`config.mk`:
```
export PLATFORM = sky130hd
export DESIGN_NAME = img_pos_ctrl
export DESIGN_NICKNAME = d
export VERILOG_FILES = /design/src/rtl/img_pos_ctrl.sv
export SDC_FILE = /design/constraint.sdc
export NUM_CORES = 1
export LEC_CHECK = 0
export BUFFER_PORTS_ARGS = -buffer_cell sky130_fd_sc_hd__buf_2
export CORE_MARGIN = 2
export CORE_UTILIZATION = 35
export CTS_BUF_LIST = sky130_fd_sc_hd__clkbuf_4
export DETAILED_ROUTE_END_ITERATION = 7
export PLACE_DENSITY = 0.51
export SYNTH_ARGS = -nofsm -noshare
export SYNTH_HDL_FRONTEND = slang
export SYNTH_SLANG_ARGS = --single-unit
```
`constraint.sdc`:
```
create_clock -name pclk -period 4.45 [get_ports pclk]
set_input_delay 0.89 -clock pclk [delete_from_list [all_inputs] [get_ports pclk]]
set_output_delay 0.89 -clock pclk [all_outputs]
set_load 0.005 [all_outputs]
```
`src/rtl/img_pos_ctrl.sv`:
```
// Bouncing-image origin controller: once per frame, at the end-of-frame pixel,
// steps the displayed image origin and reflects it off the active-area edges.
module img_pos_ctrl #(
  parameter int H_ACT  = 640,
  parameter int V_ACT  = 480,
  parameter int IMG_W  = 360,
  parameter int IMG_H  = 200,
  parameter int INIT_X = 50,
  parameter int INIT_Y = 50,
  parameter int EOF_X  = 630,
  parameter int EOF_Y  = 470
) (
  input  logic       pclk,
  input  logic       rst,
  input  logic [9:0] X,
  input  logic [9:0] Y,
  input  logic       en,
  input  logic [2:0] speed,
  output logic [9:0] org_x,
  output logic [9:0] org_y,
  output logic       frame_tick,
  output logic       bounce_x,
  output logic       bounce_y,
  output logic       busy
);

  // state    | meaning
  // IDLE     | motion disabled, origin and directions held
  // WAIT_EOF | waiting for the end-of-frame pixel
  // UPD_X    | compute shadow X, speed already latched
  // UPD_Y    | compute shadow Y
  // COMMIT   | shadows loaded into the origin on exit, pulses driven
  typedef enum logic [2:0] {IDLE, WAIT_EOF, UPD_X, UPD_Y, COMMIT} state_t;

  localparam logic [10:0] X_MAX = 11'(H_ACT - IMG_W);
  localparam logic [10:0] Y_MAX = 11'(V_ACT - IMG_H);

  state_t     state_q, state_d;
  logic [9:0] org_x_q, org_x_d, org_y_q, org_y_d;
  logic [9:0] shd_x_q, shd_x_d, shd_y_q, shd_y_d;
  logic       dir_x_q, dir_x_d, dir_y_q, dir_y_d;
  logic [2:0] spd_q, spd_d;
  logic       bnc_x_q, bnc_x_d, bnc_y_q, bnc_y_d;
  logic       tick_q, tick_d, bx_q, bx_d, by_q, by_d, busy_q, busy_d;
  logic       eof_hit;
  logic [10:0] step_x, step_y;

  // Returns {bounce, new_pos}; fwd=1 means increasing coordinate.
  function automatic logic [10:0] step_pos(input logic [9:0] pos, input logic [2:0] s,
                                           input logic fwd, input logic [10:0] lim);
    logic [10:0] p11, s11, sum;
    logic [9:0]  res;
    logic        bnc;
    p11 = {1'b0, pos};
    s11 = {8'd0, s};
    sum = p11 + s11;
    if (fwd) begin
      if (sum > lim) begin res = 10'(lim); bnc = 1'b1; end
      else           begin res = 10'(sum); bnc = 1'b0; end
    end else begin
      if (p11 < s11) begin res = '0;              bnc = 1'b1; end
      else           begin res = 10'(p11 - s11);  bnc = 1'b0; end
    end
    return {bnc, res};
  endfunction

  assign eof_hit = (X == 10'(EOF_X)) && (Y == 10'(EOF_Y));
  assign step_x  = step_pos(org_x_q, spd_q, dir_x_q, X_MAX);
  assign step_y  = step_pos(org_y_q, spd_q, dir_y_q, Y_MAX);

  always_ff @(posedge pclk) begin
    if (rst) begin
      state_q <= IDLE;
      org_x_q <= 10'(INIT_X);
      org_y_q <= 10'(INIT_Y);
      dir_x_q <= 1'b1;
      dir_y_q <= 1'b1;
      shd_x_q <= '0;
      shd_y_q <= '0;
      spd_q   <= '0;
      bnc_x_q <= 1'b0;
      bnc_y_q <= 1'b0;
      tick_q  <= 1'b0;
      bx_q    <= 1'b0;
      by_q    <= 1'b0;
      busy_q  <= 1'b0;
    end else begin
      state_q <= state_d;
      org_x_q <= org_x_d;
      org_y_q <= org_y_d;
      dir_x_q <= dir_x_d;
      dir_y_q <= dir_y_d;
      shd_x_q <= shd_x_d;
      shd_y_q <= shd_y_d;
      spd_q   <= spd_d;
      bnc_x_q <= bnc_x_d;
      bnc_y_q <= bnc_y_d;
      tick_q  <= tick_d;
      bx_q    <= bx_d;
      by_q    <= by_d;
      busy_q  <= busy_d;
    end
  end

  always_comb begin
    state_d = state_q;
    case (state_q)
      IDLE:     if (en) state_d = WAIT_EOF;
      WAIT_EOF: if (!en) state_d = IDLE;
                else if (eof_hit) state_d = UPD_X;
      UPD_X:    state_d = UPD_Y;
      UPD_Y:    state_d = COMMIT;
      COMMIT:   state_d = en ? WAIT_EOF : IDLE;
      default:  state_d = IDLE;
    endcase
  end

  always_comb begin
    org_x_d = org_x_q;
    org_y_d = org_y_q;
    dir_x_d = dir_x_q;
    dir_y_d = dir_y_q;
    shd_x_d = shd_x_q;
    shd_y_d = shd_y_q;
    spd_d   = spd_q;
    bnc_x_d = bnc_x_q;
    bnc_y_d = bnc_y_q;
    tick_d  = 1'b0;
    bx_d    = 1'b0;
    by_d    = 1'b0;
    busy_d  = (state_d == UPD_X) || (state_d == UPD_Y) || (state_d == COMMIT);
    case (state_q)
      WAIT_EOF: if (state_d == UPD_X) spd_d = speed;
      UPD_X: begin
        shd_x_d = step_x[9:0];
        bnc_x_d = step_x[10];
        dir_x_d = dir_x_q ^ step_x[10];
      end
      UPD_Y: begin
        shd_y_d = step_y[9:0];
        bnc_y_d = step_y[10];
        dir_y_d = dir_y_q ^ step_y[10];
      end
      COMMIT: begin
        org_x_d = shd_x_q;
        org_y_d = shd_y_q;
        tick_d  = 1'b1;
        bx_d    = bnc_x_q;
        by_d    = bnc_y_q;
      end
      default: ;
    endcase
  end

  assign org_x      = org_x_q;
  assign org_y      = org_y_q;
  assign frame_tick = tick_q;
  assign bounce_x   = bx_q;
  assign bounce_y   = by_q;
  assign busy       = busy_q;

endmodule

```
==> results.cfg <==
[yosys]
synth-edff-count = 0
yosysSeqAreaShare = 0.3125
synth_top_area_share = 0.3125
ys.flop_type = dfxtp_1
synth-async-reset-ratio = 0
synthTopCellsByCount = nand2_1, dfxtp_1, nor2_1, a21oi_1, o21ai_0
synthCells = 447
yosys.area.top_type = dfxtp_1
yosys.cell_types.count = 69
synth_seq_cells = 54
syn-num-nets = 489
yosys_warnings = 0
synth.area.top_cells = dfxtp_1, nand2_1, nor2_1
yosysMostFrequentCell = nand2_1
syn-cell-area_um2 = 3460
avgSynthCellArea_um2 = 7.740

[route]
dr.first_iter.drc_count = 198
detail_route.wl_per_cell_um = 14.93
ant_nets = 0
viasPerCell = 5.184
vias = 3162
wl_mm = 9.107
drt_pass1_iterations = 5
drcViolationCount = 0

[power]
vdd_ir_drop_max_mv = 0.1030
leakage_uw = 0.001515
finalPower_uw = 843.6
power.density_nw_per_um2 = 218.6

[final_layout]
areaGrowthSynthToFinish_pct = 11.54
stdcell_count = 610
antenna_cells = 0
layout-drive-gt1-share = 0.1719
nNetsFinal = 518

[global_route]
overflow = 0
grt_pass1_wl_mm = 14.97
grt_pass1_vias = 2956
grt_util_all_layers = 0.1793
antenna_found_initial = 0
grt_max_degree = 38

[worst_setup_path]
end_kind = register
crit_required_ns = 4.74
slowest_stage = dfxtp_1
slowest_delay_ns = 0.61
crit_buf_inv = 1
critPathLaunchType = register
arrival_ns = 3.09
critPathTopFamily = compound AO/OA/AOI/OAI gates
worstPathCellList = inv_1 > ha_1 > nand2b_1 > a21oi_1 > o21ai_0 > o22a_1 > nor4_1 > a21o_2 > nor2_1 > o31a_1
crit_fanout = 8
crit_type = register to register

[timing]
tightest_slew_ns = 0.8096
final_hold_viol_count = 0
fmaxAchievable_mhz = 356.8
setup_viol = 0
final_max_slew_viol_count = 0
fin_crit_sh = 0.6299
setup_tns_ns = 0
fin_skew_ns = 0.01396
post-route-min-period_ns = 2.803
rsz0062_at_grt = false
slew_headroom = 0.4589

[floorplanning]
ioPinCount = 50
die_h_um = 103.4
rows = 36
initial_core_util = 0.3572
dieArea_um2 = 10700
core-area_um2 = 9684
die_width_um = 103.4

[place]
gp_congestion = 0.8403
port_buffers = 49
dpl.hpwl_mm = 6.609
dp_cells = 602

[clock_network]
clk_pin_slew_worst_paths_ns = 0.16
cts_tree = yes
insertion_delay_ns = 0.38
cts_root_buf = clkbuf_4
cts_buffers = 5
clock_sinks = 54
postCtsHoldBufs = 0
post_cts_buffers = 0
cts_resized = 0
clock_path_buffers = 2
htreeDepth = 2

[worst_hold_path]
hold_path_class = register to register

[status]
status = complete, no violations

[run]
maxCapViolCount = 0
==> worst register-to-register path: stages (launching register included) <==
cell and delay [ns]:
dfxtp_1 0.61, inv_1 0.13, ha_1 0.30, nand2b_1 0.17
a21oi_1 0.29, o21ai_0 0.12, o22a_1 0.22, nor4_1 0.27
a21o_2 0.22, nor2_1 0.10, o31a_1 0.29
==> power by group <==
group | internal (uW) | switching [uW] | leakage (uW)
clock | 173 | 162 | 0.0000528
combinational | 11.1 | 12.2 | 0.00103
sequential | 484 | 0.425 | 0.000435
==> cells by family after synthesis <==
| family | Yosys count | share of synthesized area |
|---|---|---|
| and+or+nand+nor | 207 | 0.3071 |
| xor gates and xnor gates | 15 | 0.03798 |
| AOI/OAI and AO/OA | 107 | 0.2080 |
| buffers and inverters | 43 | 0.05352 |
| DFF | 54 | 0.3125 |
| muxes | 5 | 0.01447 |
| adders and majority gates | 16 | 0.06655 |
==> metal layers <==
metal	GRT usage	up-vias	part of all wire
met2	0.2928	90	0.46
met4	0.03947	0	0.0098
met5	0	-	0
met1	0.2485	1448	0.49
met3	0.03091	6	0.047
li1	-	1618	-
==> sequential cells by signal, summed over array words and instances (netlist names) <==
register,flops
busy,1
org_x,10
shd_x_q,10
dir_y_q,1
org_y,10
bounce_y,1
frame_tick,1
state_q,3
dir_x_q,1
shd_y_q,10
spd_q,3
bnc_x_q,1
bnc_y_q,1
bounce_x,1
==> area by class of cell <==
class / count / area, um2
multi-input combinational: 350 / 2193
clock buffer: 5 / 37.54
tap: 133 / 166.4
clock inverter: 3 / 63.81
timing repair buffer: 52 / 267.8
sequential: 54 / 1081
inverter: 13 / 48.80
fill: 1035 / 5826
==> worst paths after layout <==
path | from | to | slack (ns) | cells past startpoint
worst max-delay path | spd_q[1] | shd_y_q[3] | 1.65 | 10
worst max register to register | spd_q[1] | shd_y_q[3] | 1.65 | 10
worst min register to register | shd_y_q[3] | org_y[3] | 0.46 | 2
worst min-delay path | shd_y_q[3] | org_y[3] | 0.46 | 2
==> layout by cell type, fill, tap and decap left out, types with 6 or more instances in the layout <==
cell	Yosys	final
ha_1	12	12
a31oi_1	7	7
xnor2_1	8	8
buf_2	7	49
nor2b_1	6	6
nand2b_1	6	6
inv_1	12	12
nand2_1	66	66
a21oi_1	37	37
nor2_1	51	51
nor3_1	17	17
o21ai_0	20	20
nand3b_1	6	6
a211oi_1	8	8
nand3_1	10	10
xor2_1	7	7
dfxtp_1	54	54
==> metrics by stage <==
| stage | cell area, um2 | utilization | hold slack [ns] | worst slack [ns] |
|---|---|---|---|---|
| 2_1_floorplan | 3460 | - | 0.4242 | 1.939 |
| 3_3_place_gp | 3757 | 0.3880 | 0.4382 | 1.697 |
| 3_5_place_dp | 3757 | 0.3880 | 0.4443 | 1.660 |
| 4_1_cts | 3859 | 0.3985 | 0.4650 | 1.636 |
| 5_1_grt | 3859 | 0.3985 | 0.4782 | 1.436 |
| 6_report | 3859 | 0.3985 | 0.4597 | 1.647 |
Power figures use the tool's default switching activity.
